[config.mk]
export PLATFORM = sky130hd
export DESIGN_NAME = multi_cycle_mips
export DESIGN_NICKNAME = d
export VERILOG_FILES = /design/src/rtl/multi_cycle_mips_pkg.sv /design/src/rtl/mips_regfile.sv /design/src/rtl/multi_cycle_mips.sv
export SDC_FILE = /design/constraint.sdc
export NUM_CORES = 2
export LEC_CHECK = 0
export CAP_MARGIN = 0
export CELL_PAD_IN_SITES_DETAIL_PLACEMENT = 1
export CELL_PAD_IN_SITES_GLOBAL_PLACEMENT = 1
export CORE_MARGIN = 2
export CORE_UTILIZATION = 43
export CTS_CLUSTER_SIZE = 30
export DETAILED_ROUTE_END_ITERATION = 16
export GPL_TIMING_DRIVEN = 0
export PLACE_DENSITY_LB_ADDON = 0.1
export SYNTH_ARGS = -nofsm -noshare
export SYNTH_HDL_FRONTEND = slang
export SYNTH_SLANG_ARGS = --single-unit
export TNS_END_PERCENT = 10
[constraint.sdc]
create_clock -name clk -period 10.1 [get_ports clk]
set_input_delay 2.02 -clock clk [delete_from_list [all_inputs] [get_ports clk]]
set_output_delay 2.02 -clock clk [all_outputs]
set_load 0.01 [all_outputs]
[src/rtl/multi_cycle_mips_pkg.sv]
// Shared definitions for the multi-cycle MIPS core: opcode/funct encodings,
// FSM states, ALU operations and small decode/ALU helpers.
package multi_cycle_mips_pkg;

  localparam logic [5:0] OP_RTYPE = 6'h00;
  localparam logic [5:0] OP_J     = 6'h02;
  localparam logic [5:0] OP_JAL   = 6'h03;
  localparam logic [5:0] OP_BEQ   = 6'h04;
  localparam logic [5:0] OP_BNE   = 6'h05;
  localparam logic [5:0] OP_ADDI  = 6'h08;
  localparam logic [5:0] OP_LW    = 6'h23;
  localparam logic [5:0] OP_SW    = 6'h2B;

  localparam logic [5:0] FN_JR    = 6'h08;
  localparam logic [5:0] FN_ADD   = 6'h20;
  localparam logic [5:0] FN_SUB   = 6'h22;
  localparam logic [5:0] FN_AND   = 6'h24;
  localparam logic [5:0] FN_OR    = 6'h25;
  localparam logic [5:0] FN_SLT   = 6'h2A;

  typedef enum logic [2:0] {
    S_FETCH,
    S_DECODE,
    S_EXEC,
    S_MEM,
    S_WB,
    S_HALT
  } state_t;

  typedef enum logic [2:0] {
    ALU_ADD,
    ALU_SUB,
    ALU_AND,
    ALU_OR,
    ALU_SLT
  } alu_op_t;

  function automatic logic is_legal(input logic [5:0] op, input logic [5:0] fn);
    logic ok;
    ok = 1'b0;
    case (op)
      OP_RTYPE: ok = (fn == FN_ADD) || (fn == FN_SUB) || (fn == FN_AND) ||
                     (fn == FN_OR)  || (fn == FN_SLT) || (fn == FN_JR);
      OP_J, OP_JAL, OP_BEQ, OP_BNE, OP_ADDI, OP_LW, OP_SW: ok = 1'b1;
      default: ok = 1'b0;
    endcase
    return ok;
  endfunction

  // Everything that is not an R-type arithmetic op uses the adder (addi, address calc).
  function automatic alu_op_t alu_op_of(input logic [5:0] op, input logic [5:0] fn);
    alu_op_t sel;
    sel = ALU_ADD;
    if (op == OP_RTYPE) begin
      case (fn)
        FN_SUB:  sel = ALU_SUB;
        FN_AND:  sel = ALU_AND;
        FN_OR:   sel = ALU_OR;
        FN_SLT:  sel = ALU_SLT;
        default: sel = ALU_ADD;
      endcase
    end
    return sel;
  endfunction

  function automatic logic [31:0] alu(input alu_op_t sel, input logic [31:0] a, input logic [31:0] b);
    logic [31:0] y;
    case (sel)
      ALU_SUB: y = a - b;
      ALU_AND: y = a & b;
      ALU_OR:  y = a | b;
      ALU_SLT: y = {31'b0, ($signed(a) < $signed(b))};
      default: y = a + b;
    endcase
    return y;
  endfunction

endpackage

[src/rtl/mips_regfile.sv]
// 32 x 32-bit register file: two combinational read ports, one write port,
// register 0 hard-wired to zero, synchronous active-low clear of every entry.
module mips_regfile (
  input  logic        clk,
  input  logic        rst_n,
  input  logic [4:0]  i_raddr1,
  output logic [31:0] o_rdata1,
  input  logic [4:0]  i_raddr2,
  output logic [31:0] o_rdata2,
  input  logic        i_wen,
  input  logic [4:0]  i_waddr,
  input  logic [31:0] i_wdata
);

  logic [31:0] r_regs [32];

  assign r_regs[0] = '0;

  for (genvar gi = 1; gi < 32; gi++) begin : g_reg
    always_ff @(posedge clk) begin
      if (!rst_n) begin
        r_regs[gi] <= '0;
      end else if (i_wen && (i_waddr == 5'(gi))) begin
        r_regs[gi] <= i_wdata;
      end
    end
  end

  assign o_rdata1 = r_regs[i_raddr1];
  assign o_rdata2 = r_regs[i_raddr2];

endmodule

[src/rtl/multi_cycle_mips.sv]
// Multi-cycle MIPS subset core (FETCH/DECODE/EXEC/MEM/WB/HALT) with handshaked
// instruction and data ports. Optional perf counters: MULTI_CYCLE_MIPS_PERF_EN.
module multi_cycle_mips
  import multi_cycle_mips_pkg::*;
#(
  parameter int          DMEM_AW  = 7,
  parameter logic [31:0] PC_RESET = 32'h0000_0000
) (
  input  logic               clk,
  input  logic               rst_n,
  output logic               imem_req,
  output logic [31:0]        imem_addr,
  input  logic [31:0]        imem_rdata,
  input  logic               imem_ready,
  output logic               dmem_req,
  output logic               dmem_we,
  output logic [DMEM_AW-1:0] dmem_addr,
  output logic [31:0]        dmem_wdata,
  input  logic [31:0]        dmem_rdata,
  input  logic               dmem_ready,
  output logic               rf_wen,
  output logic [4:0]         rf_waddr,
  output logic [31:0]        rf_wdata,
  output logic               retire,
`ifdef MULTI_CYCLE_MIPS_PERF_EN
  output logic [31:0]        perf_cycles,
  output logic [31:0]        perf_retired,
`endif
  output logic               illegal
);

  state_t      r_state, w_state_next;
  logic        r_en;
  logic        r_illegal;
  logic [31:0] r_pc, r_ir, r_a, r_b, r_imm, r_pc4, r_result;

  logic [5:0]  w_op, w_fn;
  logic [4:0]  w_rs, w_rt, w_rd;
  logic [31:0] w_rs_data, w_rt_data;
  logic        w_is_r, w_is_jr, w_is_jump, w_is_mem, w_is_sw, w_is_ctl, w_taken;
  logic [31:0] w_alu_res, w_next_pc;
  logic        w_rf_wen;
  logic [4:0]  w_rf_waddr;
  logic [31:0] w_rf_wdata;

  assign w_op = r_ir[31:26];
  assign w_fn = r_ir[5:0];
  assign w_rs = r_ir[25:21];
  assign w_rt = r_ir[20:16];
  assign w_rd = r_ir[15:11];

  assign w_is_jr   = (w_op == OP_RTYPE) && (w_fn == FN_JR);
  assign w_is_r    = (w_op == OP_RTYPE) && !w_is_jr;
  assign w_is_jump = (w_op == OP_J) || (w_op == OP_JAL);
  assign w_is_sw   = (w_op == OP_SW);
  assign w_is_mem  = (w_op == OP_LW) || w_is_sw;
  assign w_is_ctl  = w_is_jr || w_is_jump || (w_op == OP_BEQ) || (w_op == OP_BNE);
  assign w_taken   = ((w_op == OP_BEQ) && (r_a == r_b)) || ((w_op == OP_BNE) && (r_a != r_b));

  assign w_alu_res = alu(alu_op_of(w_op, w_fn), r_a, w_is_r ? r_b : r_imm);

  always_comb begin
    w_next_pc = r_pc4;
    if (w_is_jr) begin
      w_next_pc = r_a;
    end else if (w_is_jump) begin
      w_next_pc = {r_pc4[31:28], r_ir[25:0], 2'b00};
    end else if (w_taken) begin
      w_next_pc = r_pc4 + {r_imm[29:0], 2'b00};
    end
  end

  mips_regfile u_regfile (
    .clk      (clk),
    .rst_n    (rst_n),
    .i_raddr1 (w_rs),
    .o_rdata1 (w_rs_data),
    .i_raddr2 (w_rt),
    .o_rdata2 (w_rt_data),
    .i_wen    (w_rf_wen),
    .i_waddr  (w_rf_waddr),
    .i_wdata  (w_rf_wdata)
  );

  // r_en holds requests off for one cycle after any reset edge so an aborted
  // transaction is visibly dropped before fetching restarts.
  always_comb begin
    w_state_next = r_state;
    imem_req     = 1'b0;
    dmem_req     = 1'b0;
    dmem_we      = 1'b0;
    retire       = 1'b0;
    w_rf_wen     = 1'b0;
    w_rf_waddr   = w_is_r ? w_rd : w_rt;
    w_rf_wdata   = r_result;
    case (r_state)
      S_FETCH: begin
        imem_req = r_en;
        if (r_en && imem_ready) w_state_next = S_DECODE;
      end
      S_DECODE: begin
        w_state_next = is_legal(w_op, w_fn) ? S_EXEC : S_HALT;
      end
      S_EXEC: begin
        if (w_is_ctl) begin
          retire       = 1'b1;
          w_state_next = S_FETCH;
          if (w_op == OP_JAL) begin
            w_rf_wen   = 1'b1;
            w_rf_waddr = 5'd31;
            w_rf_wdata = r_pc4;
          end
        end else if (w_is_mem) begin
          w_state_next = S_MEM;
        end else begin
          w_state_next = S_WB;
        end
      end
      S_MEM: begin
        dmem_req = 1'b1;
        dmem_we  = w_is_sw;
        if (dmem_ready) begin
          if (w_is_sw) begin
            retire       = 1'b1;
            w_state_next = S_FETCH;
          end else begin
            w_state_next = S_WB;
          end
        end
      end
      S_WB: begin
        w_rf_wen     = 1'b1;
        retire       = 1'b1;
        w_state_next = S_FETCH;
      end
      S_HALT: begin
        w_state_next = S_HALT;
      end
      default: begin
        w_state_next = S_FETCH;
      end
    endcase
  end

  always_ff @(posedge clk) begin
    if (!rst_n) begin
      r_state   <= S_FETCH;
      r_en      <= 1'b0;
      r_pc      <= PC_RESET;
      r_illegal <= 1'b0;
    end else begin
      r_state <= w_state_next;
      r_en    <= 1'b1;
      if ((r_state == S_DECODE) && !is_legal(w_op, w_fn)) r_illegal <= 1'b1;
      if ((r_state == S_EXEC) && w_is_ctl) r_pc <= w_next_pc;
      if (r_state == S_WB) r_pc <= r_pc4;
      if ((r_state == S_MEM) && dmem_ready && w_is_sw) r_pc <= r_pc4;
    end
  end

  always_ff @(posedge clk) begin
    case (r_state)
      S_FETCH: begin
        if (r_en && imem_ready) r_ir <= imem_rdata;
      end
      S_DECODE: begin
        r_a   <= w_rs_data;
        r_b   <= w_rt_data;
        r_imm <= {{16{r_ir[15]}}, r_ir[15:0]};
        r_pc4 <= r_pc + 32'd4;
      end
      S_EXEC: begin
        if (!w_is_ctl) r_result <= w_alu_res;
      end
      S_MEM: begin
        if (dmem_ready && !w_is_sw) r_result <= dmem_rdata;
      end
      default: begin
      end
    endcase
  end

  assign imem_addr  = r_pc;
  assign dmem_addr  = r_result[DMEM_AW+1:2];
  assign dmem_wdata = r_b;
  assign rf_wen     = w_rf_wen;
  assign rf_waddr   = w_rf_waddr;
  assign rf_wdata   = w_rf_wdata;
  assign illegal    = r_illegal;

`ifdef MULTI_CYCLE_MIPS_PERF_EN
  logic [31:0] r_perf_cycles, r_perf_retired;

  always_ff @(posedge clk) begin
    if (!rst_n) begin
      r_perf_cycles  <= '0;
      r_perf_retired <= '0;
    end else begin
      r_perf_cycles <= r_perf_cycles + 32'd1;
      if (retire) r_perf_retired <= r_perf_retired + 32'd1;
    end
  end

  assign perf_cycles  = r_perf_cycles;
  assign perf_retired = r_perf_retired;
`endif

endmodule
==> metrics.txt <==
final setup fails=0; hold path startpoint=r_ir[6]; Yosys top cell by area=dfxtp_1; CP top delay family=compound AO/OA/AOI/OAI gates; Max Cap Viol=1; CTS tree=built; yosys warns=0; setup TNS=0 ns; Post-synth EDFFs=176; TritonRoute pass-1 iters=6; FF-to-FF End=r_result[0]; critical-path cell list=clkbuf_1 > nor4_2 > nor2b_2 > buf_4 > buf_1 > mux2_2 > ha_1 > inv_1 > fa_1 > nor2b_1 > o211ai_1 > a21oi_1 > or3_4 > a2111o_1 > a311oi_2 > o21ai_1 > o41ai_2 > a221oi_1 > o31ai_1; Port-buffer cells=181; WL final=290 mm; post-detail-place hpwl=237 mm; Synth Flop Type=dfxtp_1; Worst Hold Class=reg2reg; net count after synthesis=6291; H-Tree Depth=4; via/cell ratio=6.43; DR iter-0 viols=5154; Post-CTS Resized=0; Final Cycle Share=83.8%; leak pwr=24.5 nW; CP Max Fanout=10; commonest non-fill, non-tap cell in the layout=nor2_1; first-pass GRT wire length=410 mm; post-route ant nets=0; Critical Path RT=10.58 ns; # IOs=182; Seq cells post-synth=1205; die area=0.154 sq mm; GRT Resource Usage Total=37.4%; CTS Buf Count=141; Final nets=6635; Core Region=0.150 sq mm; Worst Setup End Kind=flip-flop; Synth top area share=31.8%; DRC Markers=0; unrepaired setup endpoints after global routing=no; share of layout cells above drive strength 1=17.7%; FFs w/ async S/R, synth=0%; fin. max-slew vios=11; Flop pwr share=43.8%; Hold Vio Cnt, Final=0; vias=55100; GP Congestion=0.965; CP Launch Type=flip-flop; Post CTS Setup Buffer Count=0; clock latency on the worst-skew pair=0.81 ns; Horiz. Die Dim=392 microns; Int Pwr=8.33 mW; crit path buf inv count=4; wire per inst=33.8 microns; Worst-Margin Slew=1.52 ns; clock transition at the registers of the reported paths=0.07 ns; Worst Hold Endpoint=r_imm[6]; P per Cell Area=153 mW/mm^2; Synth Area per Inst=10.6 sq um; worst reg-to-reg setup slack=1.64 ns; register area share after synthesis=40.0%; largest net degree at the start of global routing=17; cells after synthesis=6093; CP max stage delay=0.90 ns; Comb power frac=9.0%; most frequent cells in the layout=nor2_1 (1137), dfxtp_1 (1029), a211oi_1 (1013), mux4_2 (576), clkbuf_1 (474); Die Y=392 microns; total gr overflow=0; Worst Reg-to-Reg Cells=19; post-synthesis cell type count=90; Net Sw Power=3.05 mW; Arr. time, crit path=8.94 ns; Slew HR=-1.05%; CTS max path bufs=3; CTS sink cnt=1205; worst clock skew=0.0594 ns; final core utilization=49.6%; Root Driver=clkbuf_16; Starting Density=43.3%; Fmax=118 MHz; status=finished, violations left; Area contributors post-synth=dfxtp_1 (32%), mux4_2 (20%), a211oi_1 (12%); # rows=142; vias in the first global route=56700; initial antenna violation count=15; Setup CP Type=reg2reg; peak supply drop=0.155 mV; synth-to-layout area growth=14.5%; CTS Hold Buffers Added=0; Slowest-stage cell, CP=nor4_2; Mapped Area=0.0647 sq mm; Clk pwr share=47.2%; Net Sw Frac=26.8%; Worst Hold Path Cells=0; Tmin final=8.46 ns; failing checks=max-capacitance violations, max-slew violations; worst reg2reg path startpoint=r_ir[29]
metal layers:
metal | global-route usage [%] | share of wire [%] | vias up
met5 | 0 | 0.0045 | -
met1 | 46.4 | 39 | 28400
met2 | 62.8 | 48 | 2328
met4 | 18.3 | 5.5 | 2
met3 | 6.65 | 7.4 | 543
li1 | - | - | 23900
synth_stat cells, types with 7 or more instances:
| library cell | instances |
|---|---|
| a211oi_1 | 1014 |
| a21o_1 | 36 |
| a21oi_1 | 134 |
| a221oi_1 | 12 |
| a222oi_1 | 15 |
| a22o_1 | 66 |
| a22oi_1 | 16 |
| a31oi_1 | 27 |
| and2_1 | 8 |
| and3_1 | 22 |
| buf_1 | 72 |
| buf_2 | 110 |
| buf_4 | 13 |
| clkbuf_1 | 444 |
| dfxtp_1 | 1029 |
| edfxtp_1 | 176 |
| ha_1 | 127 |
| inv_1 | 139 |
| mux2_2 | 143 |
| mux2i_1 | 54 |
| mux4_2 | 576 |
| nand2_1 | 161 |
| nand2b_1 | 19 |
| nand3_1 | 43 |
| nand4_1 | 11 |
| nor2_1 | 1137 |
| nor2_4 | 26 |
| nor2b_1 | 15 |
| nor3_1 | 24 |
| nor4_1 | 15 |
| o211ai_1 | 22 |
| o21a_1 | 13 |
| o21ai_0 | 75 |
| o21bai_1 | 13 |
| o221ai_1 | 8 |
| o22ai_1 | 21 |
| o31ai_1 | 11 |
| or3_1 | 7 |
| xnor2_1 | 66 |
| xor2_1 | 50 |
final cells by class:
type | instances | area, sq um
Antenna cell | 3 | 7.51
Buffer | 639 | 2590
Clock buffer | 195 | 3960
Clock inverter | 63 | 832
Fill cell | 16200 | 75500
Inverter | 142 | 533
Multi-Input combinational cell | 4107 | 35800
Sequential cell | 1205 | 25900
Tap cell | 2016 | 2520
Timing Repair Buffer | 201 | 2040
registers in the layout (all words and copies together) (netlist names):
signal            count
r_en                  1
r_ir                 32
imem_addr            32
u_regfile.r_regs    992
r_state               3
r_pc4                32
illegal               1
r_a                  32
dmem_wdata           32
r_imm                16
r_result             32
worst reg2reg max path: stages, from the launching register on:
cell	delay, ns
edfxtp_1	0.36
clkbuf_1	0.40
nor4_2	0.91
nor2b_2	0.46
buf_4	0.34
buf_1	0.82
mux2_2	0.38
ha_1	0.28
inv_1	0.09
fa_1	0.43
nor2b_1	0.21
o211ai_1	0.32
a21oi_1	0.22
or3_4	0.49
a2111o_1	0.45
a311oi_2	0.42
o21ai_1	0.22
o41ai_2	0.52
a221oi_1	0.16
o31ai_1	0.70
power groups by stage:
stage,combinational (mW),clock (mW),sequential [mW]
2_1_floorplan,0.607,0,5.06
3_3_place_gp,0.987,0,5.10
3_5_place_dp,1.01,0,5.08
4_1_cts,1.01,5.40,4.98
5_1_grt,1.08,5.61,4.98
6_report,1.02,5.37,4.98
metrics by stage:
stage	hold WS (ns)	worst slack, ns	cells	cell area, sq um	total power, mW
6_report	0.477	1.64	8571	74100	11.4
5_1_grt	0.490	1.57	8568	74100	11.7
4_1_cts	0.470	1.75	8567	74100	11.4
3_5_place_dp	0.436	1.90	8309	69300	6.09
3_3_place_gp	0.441	-3.50	8290	69100	6.08
2_1_floorplan	0.421	1.03	6093	64700	5.67
cell families after synthesis:
family          after synthesis  share of synthesized area, %
mux                         775                          23.4
xor+xnor                    116                          1.57
fa+ha+maj                   130                          2.55
simple gates               1545                          10.3
buf+inv                     781                          4.82
flops                      1205                          40.0
compound gates             1541                          17.4
worst max path at each step:
stage                     startpoint           to  depth (start not counted)
final                       r_ir[29]  r_result[0]                         19
after global routing        r_ir[29]  rf_wdata[5]                          9
after CTS                   r_ir[29]  rf_wdata[5]                          9
after detailed placement    r_ir[29]  r_result[0]                         19
after global placement    r_state[0]   r_state[1]                          4
after floorplan           r_state[0]   r_state[0]                          6
Power figures use the tool's default switching activity.
